===== src/rtl/if_stage_if.sv =====
// Fetch-stage bundle: instruction-memory request/response, pipeline control
// inputs, and the IF/ID register outputs.
interface if_stage_if;
  logic        i_readM;
  logic [15:0] i_address;
  logic [15:0] i_data;
  logic        i_ready;
  logic        stall;
  logic        flush;
  logic        redirect_valid;
  logic [15:0] redirect_pc;
  logic        halt;
  logic [15:0] IF_ID_inst;
  logic [15:0] IF_ID_pc1;
  logic        IF_ID_valid;
  logic [15:0] num_fetched;

  modport master (
    output i_readM, i_address, IF_ID_inst, IF_ID_pc1, IF_ID_valid, num_fetched,
    input  i_data, i_ready, stall, flush, redirect_valid, redirect_pc, halt
  );

  modport slave (
    input  i_readM, i_address, IF_ID_inst, IF_ID_pc1, IF_ID_valid, num_fetched,
    output i_data, i_ready, stall, flush, redirect_valid, redirect_pc, halt
  );
endinterface


===== src/rtl/if_stage.sv =====
// Instruction fetch: PC, memory request and IF/ID register; one edge from accept to IF_ID_valid.
// Memory wait holds PC and inserts bubbles; stall freezes IF/ID and PC while the word is re-requested.
module if_stage (
  input  logic       clk,
  input  logic       reset_n,
  if_stage_if.master bus
);

  typedef enum logic [1:0] {
    BOOT   = 2'b00,
    FETCH  = 2'b01,
    HALTED = 2'b10
  } state_t;

  state_t      state_q, state_d;
  logic [15:0] pc_q, pc_d;
  logic [15:0] inst_q, inst_d;
  logic [15:0] pc1_q, pc1_d;
  logic        valid_q, valid_d;
  logic [15:0] cnt_q, cnt_d;
  logic [15:0] pc_inc;

  assign pc_inc = pc_q + 16'd1;

  always_ff @(posedge clk or negedge reset_n) begin
    if (!reset_n) begin
      state_q <= BOOT;
      pc_q    <= 16'h0000;
      inst_q  <= 16'h0000;
      pc1_q   <= 16'h0000;
      valid_q <= 1'b0;
      cnt_q   <= 16'h0000;
    end else begin
      state_q <= state_d;
      pc_q    <= pc_d;
      inst_q  <= inst_d;
      pc1_q   <= pc1_d;
      valid_q <= valid_d;
      cnt_q   <= cnt_d;
    end
  end

  always_comb begin
    state_d = state_q;
    pc_d    = pc_q;
    inst_d  = inst_q;
    pc1_d   = pc1_q;
    valid_d = valid_q;
    cnt_d   = cnt_q;

    unique case (state_q)
      BOOT: begin
        state_d = FETCH;
      end
      FETCH: begin
        // Ordering below encodes halt > redirect > flush > stall > accept/wait.
        if (bus.halt) begin
          state_d = HALTED;
          valid_d = 1'b0;
        end else if (bus.redirect_valid) begin
          pc_d    = bus.redirect_pc;
          valid_d = 1'b0;
          inst_d  = 16'h0000;
        end else if (bus.flush) begin
          valid_d = 1'b0;
          inst_d  = 16'h0000;
        end else if (bus.stall) begin
          // Hold everything; the returned word, if any, is dropped.
        end else if (bus.i_ready) begin
          inst_d  = bus.i_data;
          pc1_d   = pc_inc;
          valid_d = 1'b1;
          pc_d    = pc_inc;
          cnt_d   = cnt_q + 16'd1;
        end else begin
          valid_d = 1'b0;
          inst_d  = 16'h0000;
        end
      end
      HALTED: begin
        // Only reset leaves this state.
      end
      default: begin
        state_d = BOOT;
      end
    endcase
  end

  assign bus.i_readM     = (state_q == FETCH);
  assign bus.i_address   = pc_q;
  assign bus.IF_ID_inst  = inst_q;
  assign bus.IF_ID_pc1   = pc1_q;
  assign bus.IF_ID_valid = valid_q;
  assign bus.num_fetched = cnt_q;

endmodule


===== src/flat_wrapper.sv =====
// flat-port wrapper written by rule: the top's interface ports become plain ports
module if_stage_flat 
  (clk, reset_n, bus_i_readM, bus_i_address, bus_IF_ID_inst, bus_IF_ID_pc1, bus_IF_ID_valid, bus_num_fetched, bus_i_data, bus_i_ready, bus_stall, bus_flush, bus_redirect_valid, bus_redirect_pc, bus_halt);
  if_stage_if bus_i ();
  input  logic clk;
  input  logic reset_n;
  output wire logic [$bits(bus_i.i_readM)-1:0] bus_i_readM;
  output wire logic [$bits(bus_i.i_address)-1:0] bus_i_address;
  output wire logic [$bits(bus_i.IF_ID_inst)-1:0] bus_IF_ID_inst;
  output wire logic [$bits(bus_i.IF_ID_pc1)-1:0] bus_IF_ID_pc1;
  output wire logic [$bits(bus_i.IF_ID_valid)-1:0] bus_IF_ID_valid;
  output wire logic [$bits(bus_i.num_fetched)-1:0] bus_num_fetched;
  input wire logic [$bits(bus_i.i_data)-1:0] bus_i_data;
  input wire logic [$bits(bus_i.i_ready)-1:0] bus_i_ready;
  input wire logic [$bits(bus_i.stall)-1:0] bus_stall;
  input wire logic [$bits(bus_i.flush)-1:0] bus_flush;
  input wire logic [$bits(bus_i.redirect_valid)-1:0] bus_redirect_valid;
  input wire logic [$bits(bus_i.redirect_pc)-1:0] bus_redirect_pc;
  input wire logic [$bits(bus_i.halt)-1:0] bus_halt;
  assign bus_i_readM = bus_i.i_readM;
  assign bus_i_address = bus_i.i_address;
  assign bus_IF_ID_inst = bus_i.IF_ID_inst;
  assign bus_IF_ID_pc1 = bus_i.IF_ID_pc1;
  assign bus_IF_ID_valid = bus_i.IF_ID_valid;
  assign bus_num_fetched = bus_i.num_fetched;
  assign bus_i.i_data = bus_i_data;
  assign bus_i.i_ready = bus_i_ready;
  assign bus_i.stall = bus_stall;
  assign bus_i.flush = bus_flush;
  assign bus_i.redirect_valid = bus_redirect_valid;
  assign bus_i.redirect_pc = bus_redirect_pc;
  assign bus_i.halt = bus_halt;
  if_stage u_core (.clk(clk), .reset_n(reset_n), .bus(bus_i));
endmodule

===== config.mk =====
export PLATFORM = sky130hd
export DESIGN_NAME = if_stage_flat
export DESIGN_NICKNAME = d
export VERILOG_FILES = /design/src/rtl/if_stage_if.sv /design/src/rtl/if_stage.sv /design/src/flat_wrapper.sv
export SDC_FILE = /design/constraint.sdc
export NUM_CORES = 1
export LEC_CHECK = 0
export CAP_MARGIN = 10
export CORE_ASPECT_RATIO = 0.6
export CORE_MARGIN = 2
export CORE_UTILIZATION = 47
export DETAILED_ROUTE_END_ITERATION = 12
export GPL_ROUTABILITY_DRIVEN = 1
export PLACE_DENSITY = 0.84
export SYNTH_ARGS = -nofsm -noshare
export SYNTH_HDL_FRONTEND = slang
export SYNTH_SLANG_ARGS = --single-unit

===== constraint.sdc =====
create_clock -name clk -period 5.8 [get_ports clk]
set_input_delay 0.87 -clock clk [delete_from_list [all_inputs] [get_ports clk]]
set_output_delay 0.87 -clock clk [all_outputs]
set_load 0.01 [all_outputs]

# Word-level counts from Yosys, hierarchy flattened
# Index checks and enable logic that the tools add are counted.
[totals]
register_bits = 67
latchBits = 0
ramBits = 0
mem_bits_ro = 0
out_inout_bits = 66
word_cells = 42
memories = 0
[op_classes]
add_sub_neg = 2
mul = 0
div = 0
order_cmp = 0
n_eq_ne = 7
shifts = 0
n_mux = 15
bitwise = 5
reduce_logical = 7
[ops]
columns = ["op", "count"]
rows = [
  ["$mux 16", 8],
  ["$add 16x1->16 const B", 2],
  ["$ne 2x1->1 const B", 3],
  ["$pmux 2 s3", 1],
  ["$reduce_and 6->1", 1],
  ["$mux 1", 5],
  ["$not 1->1", 5],
  ["$reduce_and 5->1", 1],
  ["$ne 4x1->1 const B", 1],
  ["$reduce_and 2->1", 2],
  ["$ne 3x1->1 const B", 1],
  ["$reduce_and 3->1", 1],
  ["$eq 2x1->1 const B", 1],
  ["$eq 2x2->1 const B", 1],
  ["$logic_not 2->1", 1],
  ["$mux 2", 1],
  ["$reduce_bool 2->1", 1],
]

# Depth between registers and ports, before layout
[depth]
depth_word = 5
depth_mapped = 7

# Worst setup path after synthesis
# No wires, ideal clock.
[synth_timing]
kind = "in2reg"
startpoint = "input port bus_redirect_valid"
endpoint = "register u_core.cnt_q[13] (netlist: u_core.bus.num_fetched[13])"
arrival_time_ns = 2.198
setup_slack_ns = 3.477
stages = 5
cell_sequence = "buf_6 -> or4b_4 -> nor4_4 -> nand4_1 -> xnor2_1"
[synth_via]
elab_chain_len = 2
[synth_rtl]
columns = ["element", "line", "rtl"]
rows = [
  ["start, declared", "flat_wrapper.sv:17", "input wire logic [$bits(bus_i.redirect_valid)-1:0] bus_redirect_valid;"],
  ["$not 1->1 (no source line)", "--", ""],
  ["$reduce_and 6->1 (no source line)", "--", ""],
  ["end signal, assigned", "if_stage.sv:39", "cnt_q <= cnt_d;"],
  ["end, declared", "if_stage.sv:20", "logic [15:0] cnt_q, cnt_d;"],
]
# No other way between the ends.
# A chain may end at the register's enable or synchronous reset.

# Final worst setup path
[layout_timing]
startpoint = "input port bus_redirect_valid"
endpoint = "register u_core.cnt_q[6] (netlist: u_core.bus.num_fetched[6])"
# Same word-level chain as after synthesis.

==> flow_metrics.tcl <==
set metrics [dict create \
    antenna_found_initial 0 \
    cp.required_ps 6050 \
    pwr_density_cell_nw_per_um2 425 \
    setup_violations 0 \
    status "complete, no violations" \
    synth_warnings 0 \
    drc 0 \
    wl_met2_mm 3.96 \
    met1Wirelength_mm 4.14 \
    vias 3057 \
    ioPinCount 105 \
    routed_via_density 5.64 \
    max-slew-margin-rel 0.167 \
    synth_top_area_cell "dfrtp_1" \
    synth_top_family_by_area "simple AND/OR/NAND/NOR gates" \
    peakVddDrop_mv 0.245 \
    max_freq_mhz 284 \
    layout_min_cycle_time_ps 3520 \
    clk_path_buf_depth 2 \
    ys.flop_type "dfrtp_1" \
    cp-end-kind "flop" \
    clkTransAtPathRegs_ps 50 \
    wl_met3_um 629 \
    dpl_worst_slack_ps 2000 \
    gr-total-overflow 0 \
    drtPass1Iterations 5 \
    wl_per_cell_um 16.4 \
    die_y_um 68.9 \
    cp_max_fo 30 \
    top_layer_used "met4" \
    core_area_um2 6730 \
    syn2layout_area_growth_pct 40.8 \
    dieArea_um2 7740 \
    fin_cells 542 \
    avgSynthCellArea_um2 9.33 \
    clock_latency_ps 330 \
    grt_pass1_vias 2810 \
    ys_seq_area_frac 0.508 \
    rows 23 \
    synth_edf_count 0 \
    cts-root-buf "clkbuf_16" \
    cts_hold_buf 0 \
    cts.sink_count 67 \
    path_buf_inv 1 \
    arrival_ps 3770 \
    synth_compound_area_frac 0.117 \
    synth_nets 395 \
    fin_setup_tns_ps 0 \
    crit_path_top_delay_cell "clkdlybuf4s50_1" \
    drive_gt1_frac 0.0527 \
    antenna_cells 0 \
    async_reset_ff_frac 1.00 \
    dp_hpwl_mm 6.40 \
    synth_cell_types 53 \
    cts_buffers 9 \
    grt_usage 0.237 \
    synthAdderAreaFrac 0.00758 \
    grt_pass1_wl_mm 14.1 \
    critical_path_class "in2reg" \
    max_stage_delay_ps 910 \
    crit_chain "clkdlybuf4s50_1, nor2_1, nand3_1, nor3_1, xor2_1" \
    initial_core_util 0.491 \
    synth_xor_area_frac 0.0663 \
    io_buffers 104 \
    startpoint_type "input pin" \
    slew_viol_final 0 \
    drtIter0Drc 243 \
    dp.cells 526 \
    nNetsFinal 491 \
    cts_htree_levels 3 \
    worst_slew_pin_slew_ps 1250 \
    yosys.area_share.simple 0.261 \
    netlist.area_leader.share 0.508 \
    worst_slack_ps 2280 \
    fp.dieW_um 112 \
    totalWireLength_mm 8.88 \
    ys_ff_latch 67 \
    ys_top_cells_by_area "dfrtp_1, nand2_1, nand3_1" \
    rsz0062_at_grt "false" \
    cpLargestDelayFamily "simple AND/OR/NAND/NOR gates" \
    cts_setup_buffers 0 \
    place.gp.congestion 0.867 \
    cts_resized 0 \
    skew_ps 6.18 \
    maxCapViolations 0 \
    p_leak_nw 1.96 \
    hold_class "reg2reg" \
    ant_nets 0 \
    cts_tree "built" \
    synth_mux_area_frac 0.00606 \
    fin_crit_sh 0.606 \
    syn-cell-area_um2 3300 \
    synthCells 354 \
    grt_max_degree 68 \
    hold_violations 0 \
]
==> report_power, final <==
group / leakage (nW) / internal, W / switching (W) / total (W)
Clock: 0.143 / 0.000331 / 0.000192 / 0.000523
Combinational: 0.947 / 0.000365 / 0.000314 / 0.000680
Sequential: 0.872 / 0.000600 / 0.000173 / 0.000772
==> worst register-to-register path, stage by stage, from the launching register on <==
cell and delay, ps:
dfrtp_1 430, nor3b_2 450, nand3_1 870, nor3_1 570, xor2_1 170
==> placed cells by master, fill, tap and decap left out, types with 3 or more instances in the layout <==
cell             count
o211ai_1             4
clkdlybuf4s50_1    103
xnor2_1             19
nand4_1              9
nor3_1               7
xor2_1               6
o21ai_0             24
clkbuf_16            9
nor4_1               3
a21oi_1             11
nor2_1              13
and3_1               3
nand2_1             73
inv_1                5
a31oi_1              4
clkinv_2             3
nand3b_1             3
nand3_1             38
dfrtp_1             67
or4_1                3
==> state kept, by name, indices dropped and copies added (netlist names) <==
name	count
u_core.bus.IF_ID_inst	16
u_core.bus.IF_ID_pc1	16
u_core.bus.i_address	16
u_core.bus.num_fetched	16
u_core.state_q	2
u_core.bus.IF_ID_valid	1
==> cell usage after synthesis (4+ instances only) <==
master    number
a31oi_1        4
a21oi_1       11
buf_2          4
nor2_1        13
dfrtp_1       67
xor2_1         6
nand3_1       38
o211ai_1       4
xnor2_1       19
inv_1          5
o21ai_0       24
clkbuf_1      11
nor3_1         7
nand2_1       73
nand4_1        9
==> final timing paths <==
path                                                      start                                endpoint  slack, ps  depth (start not counted)
min in group asynchronous                               reset_n  u_core.bus.num_fetched[13]$_DFFE_PN0P_        730                          2
setup / recovery                             bus_redirect_valid   u_core.bus.num_fetched[6]$_DFFE_PN0P_       2280                          5
max in group asynchronous                               reset_n    u_core.bus.IF_ID_inst[1]$_DFFE_PN0P_       4500                          2
setup reg to reg                  u_core.state_q[1]$_DFFE_PN0P_   u_core.bus.num_fetched[6]$_DFFE_PN0P_       3240                          4
hold reg to reg            u_core.bus.IF_ID_inst[9]$_DFFE_PN0P_    u_core.bus.IF_ID_inst[9]$_DFFE_PN0P_        460                          2
hold / removal             u_core.bus.IF_ID_inst[9]$_DFFE_PN0P_    u_core.bus.IF_ID_inst[9]$_DFFE_PN0P_        460                          2
==> cell families (layout without fill, tap and decap cells) <==
family,after synthesis,in the layout
AND/OR/NAND/NOR,170,170
flip-flops,67,67
buffers and inverters,26,127
adder cells (fa/ha/maj),2,2
XOR/XNOR,25,25
multiplexers,2,2
AO/OA/AOI/OAI,62,62
==> layer usage <==
layer	GRT usage	vias to the layer above
met2	0.362	143
met1	0.344	1451
met3	0.0524	18
met4	0.0701	0
met5	0	-
li1	-	1445
==> layout make-up <==
type	instances	area, µm²
Clock buffer	11	233
Clock inverter	5	53.8
Fill cell	543	2080
Inverter	6	22.5
Multi-Input combinational cell	261	1510
Sequential cell	67	1680
Tap cell	87	109
Timing Repair Buffer	105	1040
==> stage by stage <==
stage / utilization / total power (W) / hold WS (ps) / area [µm²]
floorplan: - / 0.00106 / 453 / 3300
global placement: 0.648 / 0.00142 / 451 / 4360
detailed placement: 0.648 / 0.00145 / 456 / 4360
CTS: 0.690 / 0.00198 / 468 / 4650
global route: 0.690 / 0.00208 / 485 / 4650
finish: 0.690 / 0.00198 / 463 / 4650
Note: power is estimated with default switching activity, not from simulation.
